File: config.mk
export PLATFORM = sky130hd
export DESIGN_NAME = aeolus_sequencer_flat
export DESIGN_NICKNAME = d
export VERILOG_FILES = /design/src/rtl/aeolus_pkg.sv /design/src/rtl/aeolus_sequencer_if.sv /design/src/rtl/aeolus_pc.sv /design/src/rtl/aeolus_sequencer.sv /design/src/flat_wrapper.sv
export SDC_FILE = /design/constraint.sdc
export NUM_CORES = 1
export LEC_CHECK = 0
export BUFFER_PORTS_ARGS = -buffer_cell sky130_fd_sc_hd__buf_2
export CORE_MARGIN = 2
export CORE_UTILIZATION = 50
export CTS_BUF_LIST = sky130_fd_sc_hd__clkbuf_8
export DETAILED_ROUTE_END_ITERATION = 10
export GPL_TIMING_DRIVEN = 0
export HOLD_SLACK_MARGIN = 0.02
export PLACE_DENSITY_LB_ADDON = 0.08
export SYNTH_ARGS = -nofsm -noshare
export SYNTH_HDL_FRONTEND = slang
export SYNTH_SLANG_ARGS = --single-unit
File: constraint.sdc
create_clock -name CLKin -period 2.1 [get_ports CLKin]
set_clock_uncertainty 0.15 [all_clocks]
set_input_delay 0.21 -clock CLKin [delete_from_list [all_inputs] [get_ports CLKin]]
set_output_delay 0.21 -clock CLKin [all_outputs]
set_load 0.05 [all_outputs]
File: src/rtl/aeolus_pkg.sv
`default_nettype none
// ----------------------------------------------------------------------------
// Package  : aeolus_pkg
// Purpose  : shared types and encodings for the Aeolus sequencer and decoder
// Revision : 1.0
// ----------------------------------------------------------------------------
package aeolus_pkg;

    typedef enum logic [2:0] {
        ST_IDLE    = 3'd0,
        ST_FETCH   = 3'd1,
        ST_DECODE  = 3'd2,
        ST_EXECUTE = 3'd3,
        ST_ADVANCE = 3'd4
    } state_t;

    // Numbering is shared with the instruction decoder; do not reorder.
    typedef enum logic [3:0] {
        OPC_LDA  = 4'd0,
        OPC_LDI  = 4'd1,
        OPC_STA  = 4'd2,
        OPC_LDS  = 4'd3,
        OPC_STS  = 4'd4,
        OPC_INC  = 4'd5,
        OPC_DEC  = 4'd6,
        OPC_NOP  = 4'd7,
        OPC_SNZA = 4'd8,
        OPC_SNZS = 4'd9,
        OPC_ADD  = 4'd10,
        OPC_SUB  = 4'd11,
        OPC_AND  = 4'd12,
        OPC_OR   = 4'd13,
        OPC_XOR  = 4'd14,
        OPC_INV  = 4'd15
    } opcode_t;

    localparam logic [3:0] OP_SNZA = 4'h8;
    localparam logic [3:0] OP_SNZS = 4'h9;

    localparam logic [1:0] PH_IDLE    = 2'd0;
    localparam logic [1:0] PH_FETCH   = 2'd1;
    localparam logic [1:0] PH_DECODE  = 2'd2;
    localparam logic [1:0] PH_EXECUTE = 2'd3;

    // A skip instruction jumps over the next word when its flag is clear.
    function automatic logic is_skip(input logic [3:0] op,
                                     input logic       zero_a,
                                     input logic       zero_s);
        return ((op == OP_SNZA) && !zero_a) || ((op == OP_SNZS) && !zero_s);
    endfunction

endpackage
`default_nettype wire

File: src/rtl/aeolus_sequencer_if.sv
`default_nettype none
// ----------------------------------------------------------------------------
// Interface: aeolus_sequencer_if
// Purpose  : ROM fetch port and decoder/datapath handshake of the sequencer
// Revision : 1.0
// ----------------------------------------------------------------------------
interface aeolus_sequencer_if #(
    parameter int PC_WIDTH = 8
);
    logic [PC_WIDTH-1:0] rom_addr;
    logic [7:0]          rom_data;
    logic                zero_a;
    logic                zero_s;
    logic [3:0]          opcode;
    logic [3:0]          operand;
    logic                exec_en;

    modport master (
        output rom_addr, opcode, operand, exec_en,
        input  rom_data, zero_a, zero_s
    );

    modport slave (
        input  rom_addr, opcode, operand, exec_en,
        output rom_data, zero_a, zero_s
    );
endinterface
`default_nettype wire

File: src/rtl/aeolus_pc.sv
`default_nettype none
// ----------------------------------------------------------------------------
// Module   : aeolus_pc
// Purpose  : program counter with sync active-low clear and +1/+2 advance
// Revision : 1.0
// ----------------------------------------------------------------------------
module aeolus_pc #(
    parameter int PC_WIDTH = 8
) (
    input  wire logic                CLKin,
    input  wire logic                reset,
    input  wire logic                en,
    input  wire logic                inc2,
    output logic      [PC_WIDTH-1:0] pc
);
    localparam logic [PC_WIDTH-1:0] c_inc_one = PC_WIDTH'(1);
    localparam logic [PC_WIDTH-1:0] c_inc_two = PC_WIDTH'(2);

    logic [PC_WIDTH-1:0] r_pc;

    // Natural modulo-2^PC_WIDTH wrap is the intended behaviour.
    always_ff @(posedge CLKin) begin
        if (!reset) begin
            r_pc <= '0;
        end else if (en) begin
            r_pc <= r_pc + (inc2 ? c_inc_two : c_inc_one);
        end
    end

    assign pc = r_pc;
endmodule
`default_nettype wire

File: src/rtl/aeolus_sequencer.sv
`default_nettype none
// ----------------------------------------------------------------------------
// Module   : aeolus_sequencer
// Purpose  : fetch/decode/execute controller with skip, run and single-step
// Revision : 1.0
// ----------------------------------------------------------------------------
module aeolus_sequencer
    import aeolus_pkg::*;
#(
    parameter int PC_WIDTH  = 8,
    parameter int CNT_WIDTH = 16
) (
    input  wire logic                 CLKin,
    input  wire logic                 reset,
    input  wire logic                 run,
    input  wire logic                 step,
    aeolus_sequencer_if.master        bus,
    output logic      [PC_WIDTH-1:0]  pc,
    output logic      [1:0]           phase,
    output logic                      halted,
    output logic      [CNT_WIDTH-1:0] retired
);
    state_t               r_state;
    state_t               w_state_nxt;
    logic                 r_step_q;
    logic                 r_skip_q;
    logic [3:0]           r_opcode;
    logic [3:0]           r_operand;
    logic [CNT_WIDTH-1:0] r_retired;
    logic [PC_WIDTH-1:0]  w_pc;
    logic                 w_step_rise;
    logic                 w_exec_en;
    logic                 w_advance;
    logic                 w_halted;
    logic [1:0]           w_phase;

    assign w_step_rise = step & ~r_step_q;

    always_ff @(posedge CLKin) begin
        if (!reset) begin
            r_state <= ST_IDLE;
        end else begin
            r_state <= w_state_nxt;
        end
    end

    // run dropping mid-instruction is only consulted at ADVANCE, so an
    // instruction in flight always completes.
    always_comb begin
        w_state_nxt = r_state;
        case (r_state)
            ST_IDLE:    if (run || w_step_rise) w_state_nxt = ST_FETCH;
            ST_FETCH:   w_state_nxt = ST_DECODE;
            ST_DECODE:  w_state_nxt = ST_EXECUTE;
            ST_EXECUTE: w_state_nxt = ST_ADVANCE;
            ST_ADVANCE: w_state_nxt = run ? ST_FETCH : ST_IDLE;
            default:    w_state_nxt = ST_IDLE;
        endcase
    end

    always_comb begin
        w_exec_en = 1'b0;
        w_advance = 1'b0;
        w_halted  = 1'b0;
        w_phase   = PH_IDLE;
        case (r_state)
            ST_IDLE:    w_halted = 1'b1;
            ST_FETCH:   w_phase  = PH_FETCH;
            ST_DECODE:  w_phase  = PH_DECODE;
            ST_EXECUTE: begin
                w_phase   = PH_EXECUTE;
                w_exec_en = 1'b1;
            end
            ST_ADVANCE: begin
                w_phase   = PH_EXECUTE;
                w_advance = 1'b1;
            end
            default:    w_halted = 1'b1;
        endcase
    end

    // IR, skip flag, step edge history and retired counter.
    always_ff @(posedge CLKin) begin
        if (!reset) begin
            r_step_q  <= 1'b0;
            r_skip_q  <= 1'b0;
            r_opcode  <= 4'd0;
            r_operand <= 4'd0;
            r_retired <= '0;
        end else begin
            r_step_q <= step;
            if (r_state == ST_DECODE) begin
                r_opcode  <= bus.rom_data[7:4];
                r_operand <= bus.rom_data[3:0];
            end
            if (w_exec_en) begin
                r_skip_q <= is_skip(r_opcode, bus.zero_a, bus.zero_s);
            end
            if (w_advance) begin
                r_retired <= r_retired + CNT_WIDTH'(1);
            end
        end
    end

    aeolus_pc #(
        .PC_WIDTH (PC_WIDTH)
    ) u_pc (
        .CLKin (CLKin),
        .reset (reset),
        .en    (w_advance),
        .inc2  (r_skip_q),
        .pc    (w_pc)
    );

    assign bus.rom_addr = w_pc;
    assign bus.opcode   = r_opcode;
    assign bus.operand  = r_operand;
    assign bus.exec_en  = w_exec_en;
    assign pc           = w_pc;
    assign phase        = w_phase;
    assign halted       = w_halted;
    assign retired      = r_retired;
endmodule
`default_nettype wire

File: src/flat_wrapper.sv
// flat-port wrapper written by rule: the top's interface ports become plain ports
module aeolus_sequencer_flat import aeolus_pkg::*;
#(
    parameter int PC_WIDTH  = 8,
    parameter int CNT_WIDTH = 16
)
  (CLKin, reset, run, step, pc, phase, halted, retired, bus_rom_addr, bus_opcode, bus_operand, bus_exec_en, bus_rom_data, bus_zero_a, bus_zero_s);
  aeolus_sequencer_if #(.PC_WIDTH(PC_WIDTH)) bus_i ();
  input  wire logic CLKin;
  input  wire logic reset;
  input  wire logic run;
  input  wire logic step;
  output logic      [PC_WIDTH-1:0] pc;
  output logic      [1:0] phase;
  output logic halted;
  output logic      [CNT_WIDTH-1:0] retired;
  output wire logic [$bits(bus_i.rom_addr)-1:0] bus_rom_addr;
  output wire logic [$bits(bus_i.opcode)-1:0] bus_opcode;
  output wire logic [$bits(bus_i.operand)-1:0] bus_operand;
  output wire logic [$bits(bus_i.exec_en)-1:0] bus_exec_en;
  input wire logic [$bits(bus_i.rom_data)-1:0] bus_rom_data;
  input wire logic [$bits(bus_i.zero_a)-1:0] bus_zero_a;
  input wire logic [$bits(bus_i.zero_s)-1:0] bus_zero_s;
  assign bus_rom_addr = bus_i.rom_addr;
  assign bus_opcode = bus_i.opcode;
  assign bus_operand = bus_i.operand;
  assign bus_exec_en = bus_i.exec_en;
  assign bus_i.rom_data = bus_rom_data;
  assign bus_i.zero_a = bus_zero_a;
  assign bus_i.zero_s = bus_zero_s;
  aeolus_sequencer #(.PC_WIDTH(PC_WIDTH), .CNT_WIDTH(CNT_WIDTH)) u_core (.CLKin(CLKin), .reset(reset), .run(run), .step(step), .bus(bus_i), .pc(pc), .phase(phase), .halted(halted), .retired(retired));
endmodule
# Yosys cells after proc, flatten, opt, wreduce, memory -nomap -nowiden
# Index checks and enable logic that the tools add are counted.
# totals
wordCells	35
ramBits	0
register_bits	37
romBits	0
latch_bits	0
memories	0
# classes
magnitude_cmp	0
n_bitwise	2
muxes	8
shifts	0
n_addsub	2
reduce_logical	9
div	0
n_mul	0
eq_ne	7
# op_table
operator	n
16-bit by 1-bit adder with 16-bit output, second input constant	1
3-bit one-hot mux with 5 select lines	1
8-bit by 2-bit adder with 8-bit output	1
4-bit == test, second input constant	2
3-bit by 2-bit == test with 1-bit output, second input constant	2
2-bit one-hot mux with 3 select lines	1
1-bit 2-to-1 mux	4
4-bit OR reduction	1
3-bit by 1-bit == test with 1-bit output, second input constant	1
3-bit == test, second input constant	1
3-bit zero test	1
3-bit 2-to-1 mux	1
1-bit logical AND	2
1-bit zero test	2
1-bit logical OR	2
2-bit 2-to-1 mux	1
2-bit by 1-bit != test with 1-bit output, second input constant	1
2-bit OR reduction	1
1-bit bitwise AND	1
1-bit inverter	1

# Logic depth before layout (Yosys ltp)
# logic_depth
ltp_word	5
ltp_mapped	8

# Cells and area by module
# Synthesis repeated with hierarchy kept, for this count alone.
# unflattened
hier_cells	189
area_unflattened_um2	1731.7
# by_module_without_submodules
module	cells_per_inst	area_per_inst_um2	n_inst	seq_area_each_um2
aeolus_sequencer	147	1343.8	1	580.6
aeolus_pc	42	387.9	1	160.2

# Least setup slack after synthesis
# OpenSTA, ideal clock, no wires.
# synth_path
path_type	reg-to-reg
start	register u_core.u_pc.r_pc[0], in the netlist u_core.u_pc.pc[0]
end	register u_core.u_pc.r_pc[6], in the netlist u_core.u_pc.pc[6]
synth_period_minus_slack_ns	2.034
t_arrival_ns	1.757
path_slack_ns	0.066
path_buffers	0
required_time_ns	1.822
stages_incl_launch_ff	8
path_cell_list	dfxtp_1 > ha_1 > inv_1 > fa_1 > nor2b_1 > nand4_1 > xor2_1 > nor2_1
# synth_between
elab_chain_cells	1
# synth_rtl
element	line	rtl
start, declared	aeolus_pc.sv:19	logic [PC_WIDTH-1:0] r_pc;
start signal, assigned	aeolus_pc.sv:26	r_pc <= r_pc + (inc2 ? c_inc_two : c_inc_one);
8-bit by 2-bit adder with 8-bit output	aeolus_pc.sv:26	
# Every way passes these cells.
# A chain may end at the register's enable or synchronous reset.

# Worst setup path in the final report
# layout_path
start	register u_core.r_state[1]
end	output port phase[0]
# layout_between
elab_chain_cells	3
elab_cells_between_ends	6
classes_between	4 x eq/ne; 1 x mux; 1 x reduce/logical
# layout_rtl
element	line	rtl
start, declared	aeolus_sequencer.sv:23	state_t r_state;
start signal, assigned	aeolus_sequencer.sv:43	r_state <= w_state_nxt;
3-bit by 2-bit == test with 1-bit output or 3-bit == test (tied branches)	aeolus_sequencer.sv:66	case (r_state)
2-bit OR reduction (no line)	n/a	
2-bit one-hot mux with 3 select lines *	aeolus_sequencer.sv:66	
end, declared	flat_wrapper.sv:14	output logic [1:0] phase;
# Every way passes the cells marked *; elsewhere a longest branch is shown, timed or not.

==> impl_metrics.tcl <==
set metrics [dict create \
    dpl.hpwl_mm 2.69 \
    finalWirelength_mm 3.82 \
    finalSetupViolations 0 \
    die-area_um2 4000 \
    synth-seq-cells 37 \
    finalCriticalPeriod_ns 1.92 \
    port_buffers 57 \
    worstSetupPathType "reg -> out" \
    synth_area_um2 1750 \
    grt_pass1_wl_mm 6.43 \
    grt_max_degree 12 \
    layout_common_cells "buf_2 (59), dfxtp_1 (37), nor2_1 (27), xor2_1 (11)" \
    ys_seq_area_share_pct 42.3 \
    nNetsFinal 280 \
    synth_edf_count 0 \
    core_area_um2 3360 \
    area_growth_syn_to_layout_pct 29.3 \
    whs_ns 0.00985 \
    clk_path_buf_depth 2 \
    row_count 21 \
    cp-end-kind "output pin" \
    syn_inst 191 \
    grtUsageMet1_pct 23.7 \
    max_cap_viol_count 0 \
    clkTransAtPathRegs_ns 0.07 \
    ioPinCount 58 \
    cts_max_level 2 \
    drc_errors 0 \
    cp.required_ns 1.74 \
    status "finished clean" \
    vias 1542 \
    worst_slack_ns 0.183 \
    worstSetupStartpointType "flip-flop" \
    tns_ns 0 \
    worstPathArrival_ns 1.56 \
    worstMarginPinSlew_ns 0.590 \
    cts_tree "done" \
    leakagePower_nw 1.03 \
    grt_usage_pct 20.6 \
    diodes 0 \
    ir_drop_mv 0.545 \
    syn_nets 209 \
    die_x_um 63.2 \
    firstDrtPassIters 4 \
    holdBufCountCts 7 \
    cts_setup_buffers 0 \
    final_common_cell "buf_2" \
    cts_made_buffers 5 \
    ys_types 37 \
    report.final.slew_viol_count 0 \
    syn_area_per_cell_um2 9.18 \
    yosysWarnings 0 \
    fmax_mhz 522 \
    overflow 0 \
    relSlewSlack_pct 60.7 \
    rsz0062_at_grt "false" \
    placed_area_um2 2100 \
    power_density_nw_per_um2 699 \
    antenna_found_initial 0 \
    place.gp.congestion 0.791 \
    ant_nets 0 \
    vias_per_cell 4.99 \
    initial_utilization_pct 52.1 \
    hold_viol 0 \
    gr-usage-met2_pct 35.9 \
    finalCritPeriodShare_pct 91.3 \
    drive_gt1_share_pct 31.6 \
    ctsRootBufferMaster "clkbuf_8" \
    hp-class "in -> reg" \
    grt_pass1_vias 1409 \
    pre_cts_ws_ns 0.321 \
    synthArstFlopShare_pct 0 \
    busiest_layer "met2" \
    postLayoutCellArea_um2 2270 \
    clock_sinks 37 \
    cts_resized 0 \
    drtIter0Drc 58 \
    wl_per_cell_um 12.4 \
    insertion_delay_ns 0.30 \
    die_h_um 63.2 \
    cp_max_fo 8 \
    ys.flop_type "dfxtp_1" \
    grtUsageMet3_pct 4.82 \
]
==> power by group <==
group	switching, W	total (W)	internal, W
combinational	0.000201	0.000292	0.0000915
sequential	0.0000114	0.000735	0.000724
clock	0.000261	0.000557	0.000297
total	0.000473	0.00158	0.00111
==> logic make-up (layout without fill, tap and decap cells) <==
family | count (synthesis) | in the layout | synth area share (%)
XOR/XNOR | 16 | 16 | 7.99
AO/OA/AOI/OAI | 21 | 21 | 6.92
flip-flops | 37 | 37 | 42.3
buffers and inverters | 23 | 95 | 7.21
adder cells (fa/ha/maj) | 4 | 4 | 3.28
AND/OR/NAND/NOR | 80 | 80 | 26.6
multiplexers | 10 | 10 | 5.71
==> synthesized netlist by cell type, drive strengths merged, types with 2 or more instances <==
master  count  area [um2]
ha          3        37.5
and4        3        26.3
mux2i      10         100
xnor2       5        43.8
inv         8        30.0
nand4      10        68.8
and3        3        18.8
a21oi       9        45.0
nand2       9        33.8
dfxtp      37         741
xor2       11        96.3
nor3        5        25.0
o21a        2        15.0
buf        12        85.1
and2        4        25.0
a21o        2        15.0
nor2       28         113
or3         3        18.8
o21ai       5        25.0
nand3       6        30.0
nand2b      2        12.5
clkbuf      3        11.3
==> critical path, stage by stage (launching register included) <==
cell and delay [ns]:
dfxtp_1 0.30, buf_2 0.17, nor2_1 0.19, nand2_1 0.18, o21ai_0 0.12, buf_2 0.29
==> metrics by stage <==
stage | total power (W) | instances | utilization [%]
3_3_place_gp | 0.00103 | 294 | 62.3
5_1_grt | 0.00165 | 309 | 67.4
3_5_place_dp | 0.00103 | 294 | 62.3
4_1_cts | 0.00159 | 309 | 67.4
6_report | 0.00158 | 309 | 67.4
2_1_floorplan | 0.000968 | 191 | -
==> worst paths after layout <==
check                                       start               endpoint  slack (ns)  depth (start not counted)
worst max-delay path            u_core.r_state[1]               phase[0]        0.18                          5
worst min-delay path              bus_rom_data[1]  u_core.bus.operand[1]        0.01                          3
worst max register to register    u_core.r_skip_q      u_core.u_pc.pc[2]        0.29                          6
worst min register to register  u_core.u_pc.pc[0]      u_core.u_pc.pc[0]        0.34                          2
==> layer usage <==
layer	wire length, um	part of all wire [%]
met4	83	2.2
met1	1700	44
met5	0	0
met3	204	5.3
met2	1830	48
==> area by class of cell <==
cell class | count | area [um2]
clock buffer | 7 | 96.3
buffer | 15 | 96.3
multi-input combinational | 131 | 886
fill | 322 | 1100
clock inverter | 1 | 5.00
timing repair buffer | 64 | 355
inverter | 8 | 30.0
tap | 46 | 57.6
sequential | 37 | 741
==> registers in the layout, indices dropped and copies added (netlist names) <==
register and count:
u_core.bus.opcode 4, u_core.bus.operand 4, u_core.r_step_q 1, u_core.retired 16
u_core.u_pc.pc 8, u_core.r_state 3, u_core.r_skip_q 1
(Power assumes the default switching activity.)
